<file path="config.mk">
export PLATFORM = sky130hd
export DESIGN_NAME = pwm_sequencer
export DESIGN_NICKNAME = d
export VERILOG_FILES = /design/src/rtl/pwm_seq_pkg.sv /design/src/rtl/pwm_seq_table.sv /design/src/rtl/pwm_sequencer.sv
export SDC_FILE = /design/constraint.sdc
export NUM_CORES = 1
export LEC_CHECK = 0
export BUFFER_PORTS_ARGS = -buffer_cell sky130_fd_sc_hd__buf_2
export CAP_MARGIN = 10
export CORE_MARGIN = 4
export CORE_UTILIZATION = 35
export CTS_CLUSTER_DIAMETER = 30
export DETAILED_ROUTE_END_ITERATION = 6
export PLACE_DENSITY = 0.63
export SYNTH_ARGS = -nofsm -noshare
export SYNTH_HDL_FRONTEND = slang
export SYNTH_SLANG_ARGS = --single-unit
</file>
<file path="constraint.sdc">
create_clock -name clk -period 2.8 [get_ports clk]
set_clock_uncertainty 0.2 [all_clocks]
set_input_delay 0.56 -clock clk [delete_from_list [all_inputs] [get_ports clk]]
set_output_delay 0.56 -clock clk [all_outputs]
set_load 0.005 [all_outputs]
</file>
<file path="src/rtl/pwm_seq_pkg.sv">
// Shared types and constants for the PWM sequencer: FSM state encoding,
// host register addresses and the period reset value.
package pwm_seq_pkg;

  typedef enum logic [1:0] {
    ST_IDLE,
    ST_LOAD_PERIOD,
    ST_LOAD_DUTY,
    ST_DWELL
  } seq_state_t;

  localparam logic [3:0]  ADDR_PERIOD = 4'd8;
  localparam logic [3:0]  ADDR_DWELL  = 4'd9;
  localparam logic [3:0]  ADDR_LENGTH = 4'd10;

  localparam logic [11:0] PERIOD_RST  = 12'hFFF;

endpackage

</file>
<file path="src/rtl/pwm_seq_table.sv">
// Duty table: DEPTH x DATA_W register file, one synchronous host write port,
// one asynchronous read port; cleared by reset.
module pwm_seq_table #(
  parameter int unsigned DATA_W = 12,
  parameter int unsigned DEPTH  = 8
) (
  input  logic                       clk,
  input  logic                       rst_n,
  input  logic                       wr_en,
  input  logic [$clog2(DEPTH)-1:0]   wr_addr,
  input  logic [DATA_W-1:0]          wr_data,
  input  logic [$clog2(DEPTH)-1:0]   rd_addr,
  output logic [DATA_W-1:0]          rd_data
);

  logic [DATA_W-1:0] mem [DEPTH];

  always_ff @(posedge clk or negedge rst_n) begin
    if (!rst_n) begin
      for (int unsigned i = 0; i < DEPTH; i++) mem[i] <= '0;
    end else if (wr_en) begin
      mem[wr_addr] <= wr_data;
    end
  end

  assign rd_data = mem[rd_addr];

endmodule

</file>
<file path="src/rtl/pwm_sequencer.sv">
// Autonomous writer for the pwm_generator port: period once, then table duties
// per dwell interval. Define PWM_SEQ_PINGPONG_EN for a 0->length->0 index sweep.
module pwm_sequencer
  import pwm_seq_pkg::*;
#(
  parameter int unsigned DATA_W  = 12,
  parameter int unsigned DEPTH   = 8,
  parameter int unsigned DWELL_W = 12
) (
  input  logic                      clk,
  input  logic                      rst_n,
  input  logic                      cfg_wr,
  input  logic [3:0]                cfg_addr,
  input  logic [DATA_W-1:0]         cfg_data,
  input  logic                      start,
  input  logic                      stop,
  output logic [DATA_W-1:0]         pwm_in,
  output logic                      pwm_sel,
  output logic                      pwm_wr_en,
  output logic                      busy,
  output logic [$clog2(DEPTH)-1:0]  idx
);

  localparam int unsigned IDX_W = $clog2(DEPTH);

  seq_state_t          state_q, state_d;
  logic [IDX_W-1:0]    idx_q, idx_d, idx_adv;
  logic [DWELL_W-1:0]  cnt_q, cnt_d;
  logic [DATA_W-1:0]   period_q;
  logic [DWELL_W-1:0]  dwell_q;
  logic [IDX_W-1:0]    len_q;
  logic [DATA_W-1:0]   tbl_rd;
  logic [DATA_W-1:0]   pwm_in_d;
  logic                pwm_sel_d, wr_en_d, busy_d;
  logic                tbl_wr;
`ifdef PWM_SEQ_PINGPONG_EN
  logic                dir_q, dir_d, dir_adv;
`endif

  assign tbl_wr = cfg_wr && (32'(cfg_addr) < DEPTH);

  pwm_seq_table #(
    .DATA_W (DATA_W),
    .DEPTH  (DEPTH)
  ) u_table (
    .clk     (clk),
    .rst_n   (rst_n),
    .wr_en   (tbl_wr),
    .wr_addr (cfg_addr[IDX_W-1:0]),
    .wr_data (cfg_data),
    .rd_addr (idx_q),
    .rd_data (tbl_rd)
  );

  always_ff @(posedge clk or negedge rst_n) begin
    if (!rst_n) begin
      period_q <= DATA_W'(PERIOD_RST);
      dwell_q  <= '0;
      len_q    <= '0;
    end else if (cfg_wr) begin
      unique case (cfg_addr)
        ADDR_PERIOD: period_q <= cfg_data;
        ADDR_DWELL:  dwell_q  <= DWELL_W'(cfg_data);
        ADDR_LENGTH: len_q    <= cfg_data[IDX_W-1:0];
        default: ;
      endcase
    end
  end

  // An index beyond a freshly shortened length falls back to entry 0.
`ifdef PWM_SEQ_PINGPONG_EN
  always_comb begin
    idx_adv = '0;
    dir_adv = 1'b0;
    if (idx_q > len_q || len_q == '0) begin
      idx_adv = '0;
      dir_adv = 1'b0;
    end else if (!dir_q) begin
      if (idx_q == len_q) begin
        idx_adv = idx_q - IDX_W'(1);
        dir_adv = 1'b1;
      end else begin
        idx_adv = idx_q + IDX_W'(1);
      end
    end else begin
      if (idx_q == '0) begin
        idx_adv = IDX_W'(1);
      end else begin
        idx_adv = idx_q - IDX_W'(1);
        dir_adv = 1'b1;
      end
    end
  end
`else
  always_comb begin
    idx_adv = (idx_q >= len_q) ? '0 : idx_q + IDX_W'(1);
  end
`endif

  // Outputs are registered from the current state, so strobes trail the state by one edge.
  always_comb begin
    state_d   = state_q;
    idx_d     = idx_q;
    cnt_d     = cnt_q;
    pwm_in_d  = pwm_in;
    pwm_sel_d = pwm_sel;
    wr_en_d   = 1'b0;
    busy_d    = (state_q != ST_IDLE);
`ifdef PWM_SEQ_PINGPONG_EN
    dir_d     = dir_q;
`endif
    if (state_q != ST_IDLE && stop) begin
      state_d = ST_IDLE;
    end else begin
      unique case (state_q)
        ST_IDLE: begin
          if (start && !stop) begin
            state_d = ST_LOAD_PERIOD;
            idx_d   = '0;
`ifdef PWM_SEQ_PINGPONG_EN
            dir_d   = 1'b0;
`endif
          end
        end
        ST_LOAD_PERIOD: begin
          pwm_in_d  = period_q;
          pwm_sel_d = 1'b0;
          wr_en_d   = 1'b1;
          state_d   = ST_LOAD_DUTY;
        end
        ST_LOAD_DUTY: begin
          pwm_in_d  = tbl_rd;
          pwm_sel_d = 1'b1;
          wr_en_d   = 1'b1;
          cnt_d     = dwell_q;
          state_d   = ST_DWELL;
        end
        ST_DWELL: begin
          if (cnt_q != '0) begin
            cnt_d = cnt_q - DWELL_W'(1);
          end else begin
            idx_d   = idx_adv;
`ifdef PWM_SEQ_PINGPONG_EN
            dir_d   = dir_adv;
`endif
            state_d = ST_LOAD_DUTY;
          end
        end
        default: state_d = ST_IDLE;
      endcase
    end
  end

  always_ff @(posedge clk or negedge rst_n) begin
    if (!rst_n) begin
      state_q   <= ST_IDLE;
      idx_q     <= '0;
      cnt_q     <= '0;
      pwm_in    <= '0;
      pwm_sel   <= 1'b0;
      pwm_wr_en <= 1'b0;
      busy      <= 1'b0;
`ifdef PWM_SEQ_PINGPONG_EN
      dir_q     <= 1'b0;
`endif
    end else begin
      state_q   <= state_d;
      idx_q     <= idx_d;
      cnt_q     <= cnt_d;
      pwm_in    <= pwm_in_d;
      pwm_sel   <= pwm_sel_d;
      pwm_wr_en <= wr_en_d;
      busy      <= busy_d;
`ifdef PWM_SEQ_PINGPONG_EN
      dir_q     <= dir_d;
`endif
    end
  end

  assign idx = idx_q;

endmodule

</file>
=== After elaboration in Yosys (flattened, before gate mapping) ===
Cells that the tools add are included.

* Output and inout bits: 18
* Logic and storage cells: 78
* Bits of input ports: 21
* Register bits after elaboration: 155

* Equality and inequality tests: 11
* Reductions and logical operators: 19
* Add/subtract/negate cells: 2
* Bitwise gates (word level): 3
* Magnitude comparators: 5
* Muxes and demuxes: 20

{| class="wikitable"
|+ Operators with widths
! kind !! number
|-
| $bwmux 96 || 1
|-
| $mux 12 || 4
|-
| $pmux 12 s2 || 2
|-
| $bmux 12 s3 || 1
|-
| $demux 12 s3 || 1
|-
| $eq 4x4->1 const B || 3
|-
| $reduce_bool 12->1 || 1
|-
| $sub 12x1->12 const B || 1
|-
| $reduce_and 2->1 || 5
|-
| $mux 3 || 3
|-
| $ge 4x4->1 const B || 2
|-
| $not 3->4 || 2
|-
| $pmux 2 s4 || 1
|-
| $reduce_bool 2->1 || 4
|-
| $mux 2 || 3
|-
| $ne 2x2->1 const B || 3
|-
| $ne 3x3->1 const B || 2
|-
| $pmux 3 s2 || 1
|-
| $eq 2x2->1 const B || 2
|-
| $logic_and 1x1->1 || 4
|-
| $lt 4x1->1 const B || 1
|-
| $lt 4x4->1 const B || 1
|-
| $reduce_and 4->1 || 1
|-
| $add 3x1->3 const B || 1
|-
| 9 further kinds || 10
|}

=== Longest topological paths before layout ===
* Depth after elaboration: 6
* Gate-level depth with buffers: 9
* Gate-level depth less buffers: 7

=== By module ===
From an unflattened synthesis, not the netlist that was laid out.

* Cells, all modules: 515
* Area, all modules: 7327.0 um^2

{| class="wikitable"
|+ Modules (own cells, without submodules)
! module !! times used !! seq. area each (um^2) !! area an instance (um^2) !! cells an instance
|-
| pwm_seq_table || 1 || 2402.3 || 4414.2 || 251
|-
| pwm_sequencer || 1 || 1491.4 || 2912.8 || 264
|}

=== Worst setup path after synthesis ===
No wires, ideal clock.

* Kind: flip-flop to flip-flop
* Start point: register idx_q[0], in the netlist idx[0]
* End point: register idx_q[2], in the netlist idx[2]
* Stages on the path, launching flop included: 10
* Setup slack: 0.414 ns
* Period minus slack after synthesis: 2.386 ns
* Arrival: 2.121 ns
* Path through: dfrtp_1 -> buf_2 -> buf_2 -> inv_1 -> ha_1 -> nand2b_1 -> a21o_1 -> a211o_1 -> nor4_1 -> a21o_1

* Longest elaborated chain between the ends: 4

{| class="wikitable"
|+ RTL lines
! item !! RTL line !! text
|-
| start: declaration || pwm_sequencer.sv:27 || <nowiki>logic [IDX_W-1:0] idx_q, idx_d, idx_adv;</nowiki>
|-
| start signal: assignment || pwm_sequencer.sv:168 || <nowiki>idx_q <= idx_d;</nowiki>
|-
| $add 3x1->3 / $ge 3x3->1 (equally long branches) || pwm_sequencer.sv:96 || <nowiki>idx_adv = (idx_q >= len_q) ? '0 : idx_q + IDX_W'(1);</nowiki>
|-
| $mux 3 (*) || pwm_sequencer.sv:96 ||
|-
| $mux 3 (*) || pwm_sequencer.sv:139 || <nowiki>if (cnt_q != '0) begin</nowiki>
|-
| $pmux 3 s2 (*) || pwm_sequencer.sv:115 || <nowiki>unique case (state_q)</nowiki>
|}

Mark *: on every way between the ends. The rest lies on a longest branch, timed or not. The select of a mux whose other input is x is not followed.
A chain may end at the register's enable or synchronous reset.

=== Worst setup path in the final report ===
* Start point: register cnt_q[0]
* End point: register idx_q[2], in the netlist idx[2]

* Longest elaborated chain between the ends: 3

{| class="wikitable"
|+ RTL lines
! item !! RTL line !! text
|-
| start: declaration || pwm_sequencer.sv:28 || <nowiki>logic [DWELL_W-1:0] cnt_q, cnt_d;</nowiki>
|-
| start signal: assignment || pwm_sequencer.sv:169 || <nowiki>cnt_q <= cnt_d;</nowiki>
|-
| $reduce_bool 12->1 || pwm_sequencer.sv:139 ||
|-
| $ne 2x2->1 (no source line) || -- ||
|-
| $reduce_and 4->1 (no source line) || -- ||
|}

No other way between the ends.

==> reports/metrics.yaml <==
status: "finished, final reports clean"
drv_slew: 0
num_vias: 4592
yosys_warnings: 0
relSlewSlack_pct: 57.1
ys_seq_area_share_pct: 53.8
cap_violations: 0
clk_pin_slew_worst_paths_ns: 0.06
drtIter0Drc: 277
cts_resized: 0
instances_no_fill: 882
grt_max_degree: 69
final_common_cell: "dfrtp_1"
grt_pass1_vias: 5002
ys_ff_latch: 155
worstSetupStartpointType: "register"
area_growth_pct: 17.2
synth-edff-count: 0
p_leak_nw: 3.61
synth_nets: 588
async_flop_share_pct: 100
drc: 0
p_per_area_mw_per_mm2: 960
io-pin-count: 39
peakVddDrop_uv: 644
rsz0062_at_grt: "no"
cts_buffers: 17
diodes: 0
clockBufferDepth: 2
root_buffer: "clkbuf_16"
dp_hpwl_um: 10900
dp.cells: 850
cts.htree.levels: 4
avgSynthCellArea_um2: 13.0
grt_pass1_wl_um: 26700
crit_type: "register to register"
track_usage_pct: 14.4
crit_arrival_ns: 2.55
setup.worst_path.end_class: "register"
die_h_um: 152
routedWlPerCell_um: 18.1
finalWirelength_um: 16000
clock-sinks: 155
min_period_ns: 2.44
fin_setup_tns_ns: 0
synth_cells: 558
fp-row-count: 52
post_cts.repair.setup_buffers: 0
required_ns: 2.91
core_mm2: 0.0203
drive_gt1_share_pct: 42.6
postLayoutCoreUtil_pct: 41.8
setup_viol: 0
finish.net_count: 630
synth_ff_type: "dfrtp_1"
hold_viol: 0
dr.pass1.iters: 4
die_w_um: 152
cts_tree: "done"
ctsHoldBuffers: 1
overflow: 0
fin_area_mm2: 0.00849
placed_area_mm2: 0.00786
final_cell_mix: "dfrtp_1 (142), mux2_2 (122), nand2_1 (38)"
antenna_found_initial: 0
globalplace.congestion: 0.873
hold_class: "primary input to register"
worst_slew_pin_slew_ns: 0.643
insertion_delay_ns: 0.42
yosysUniqueCellTypes: 43
hold_slack_ns: 0.226
max_freq_mhz: 409
viasPerCell: 5.21
fin_crit_sh_pct: 87.2
syn_area_mm2: 0.00724
initial_core_util_pct: 35.7
cp_max_fo: 7
die_area_mm2: 0.0231
antenna_left: 0
io_buffer_count: 38
## final timing paths
| path | startpoint | end | slack, ns | cells after the start |
|---|---|---|---|---|
| min | stop | state_q[0] | 0.23 | 2 |
| min in group asynchronous | rst_n | u_table.mem[37] | 0.51 | 2 |
| max reg2reg | cnt_q[0] | idx[2] | 0.36 | 7 |
| min reg2reg | pwm_in[1] | pwm_in[1] | 0.27 | 2 |
| max in group asynchronous | rst_n | period_q[11] | 1.15 | 3 |
| max | cnt_q[0] | idx[2] | 0.36 | 7 |
## worst max-delay path, cell delays in order (launching register included)
cell	delay (ns)
dfrtp_1	0.38
inv_1	0.11
ha_1	0.17
nor4b_4	0.35
a31oi_1	0.25
or3_1	0.50
o21bai_1	0.20
a21o_1	0.18
## kinds of logic (layout without fill, tap and decap cells)
logic type               count (synthesis)  count (layout)  share of synthesized area (%)
AND/OR/NAND/NOR                        101             101                           6.86
AO/OA/AOI/OAI                           77              77                           6.27
multiplexers                           161             161                           28.5
adder cells (fa/ha/maj)                  9               9                           1.56
buffers and inverters                   55             109                           3.02
flip-flops                             155             155                           53.8
## layer usage
layer | track usage (%) | part of all wire, % | vias up
li1 | - | - | 2102
met1 | 17.3 | 41 | 2404
met2 | 25.7 | 53 | 69
met3 | 3.24 | 3.7 | 17
met4 | 5.05 | 1.6 | 0
met5 | 0 | 0 | -
## cell type report
cell class,instances,area [um^2]
clock buffers,20,447
clock inverters,11,168
fillers,1887,11800
inverters,13,48.8
multi-input cells,348,3140
flip-flops and latches,155,3890
well taps,270,338
repair buffers,65,452
## state kept, by name, summed over array words and instances (netlist names)
register and flops:
busy 1, cnt_q 12, dwell_q 12, idx 3
len_q 3, period_q 12, pwm_in 12, pwm_sel 1
pwm_wr_en 1, state_q 2, u_table.mem 96
## Yosys cell counts, drive strengths merged, types with 2 or more instances
cell / instances / area [um^2]
dfrtp: 143 / 3580
mux2: 122 / 1370
nand2: 38 / 143
o21ai: 34 / 170
nor2: 27 / 101
buf: 24 / 103
mux4: 24 / 541
clkbuf: 18 / 67.6
a21oi: 17 / 85.1
mux2i: 15 / 150
inv: 13 / 48.8
dfstp: 12 / 315
ha: 9 / 113
o22ai: 6 / 37.5
nand2b: 5 / 31.3
nor3: 5 / 25.0
nor4: 4 / 31.3
a21o: 3 / 22.5
a31o: 3 / 26.3
a31oi: 3 / 18.8
nand3: 3 / 15.0
nand4: 3 / 18.8
nor3b: 3 / 22.5
and2: 2 / 12.5
and4: 2 / 17.5
nand3b: 2 / 15.0
o221a: 2 / 22.5
o31ai: 2 / 15.0
or3: 2 / 12.5
or4: 2 / 15.0
## report_power, final
group	total, W	switching [W]	internal [W]
sequential	0.00332	0.000413	0.00291
combinational	0.00243	0.00121	0.00122
clock	0.00240	0.000889	0.00151
total	0.00815	0.00251	0.00564
## metrics by stage
stage	power (W)	worst slack [ns]
3_5_place_dp	0.00581	0.369
3_3_place_gp	0.00569	0.439
4_1_cts	0.00823	0.355
2_1_floorplan	0.00504	0.414
6_report	0.00815	0.358
5_1_grt	0.00866	0.181
(Power assumes the default switching activity.)
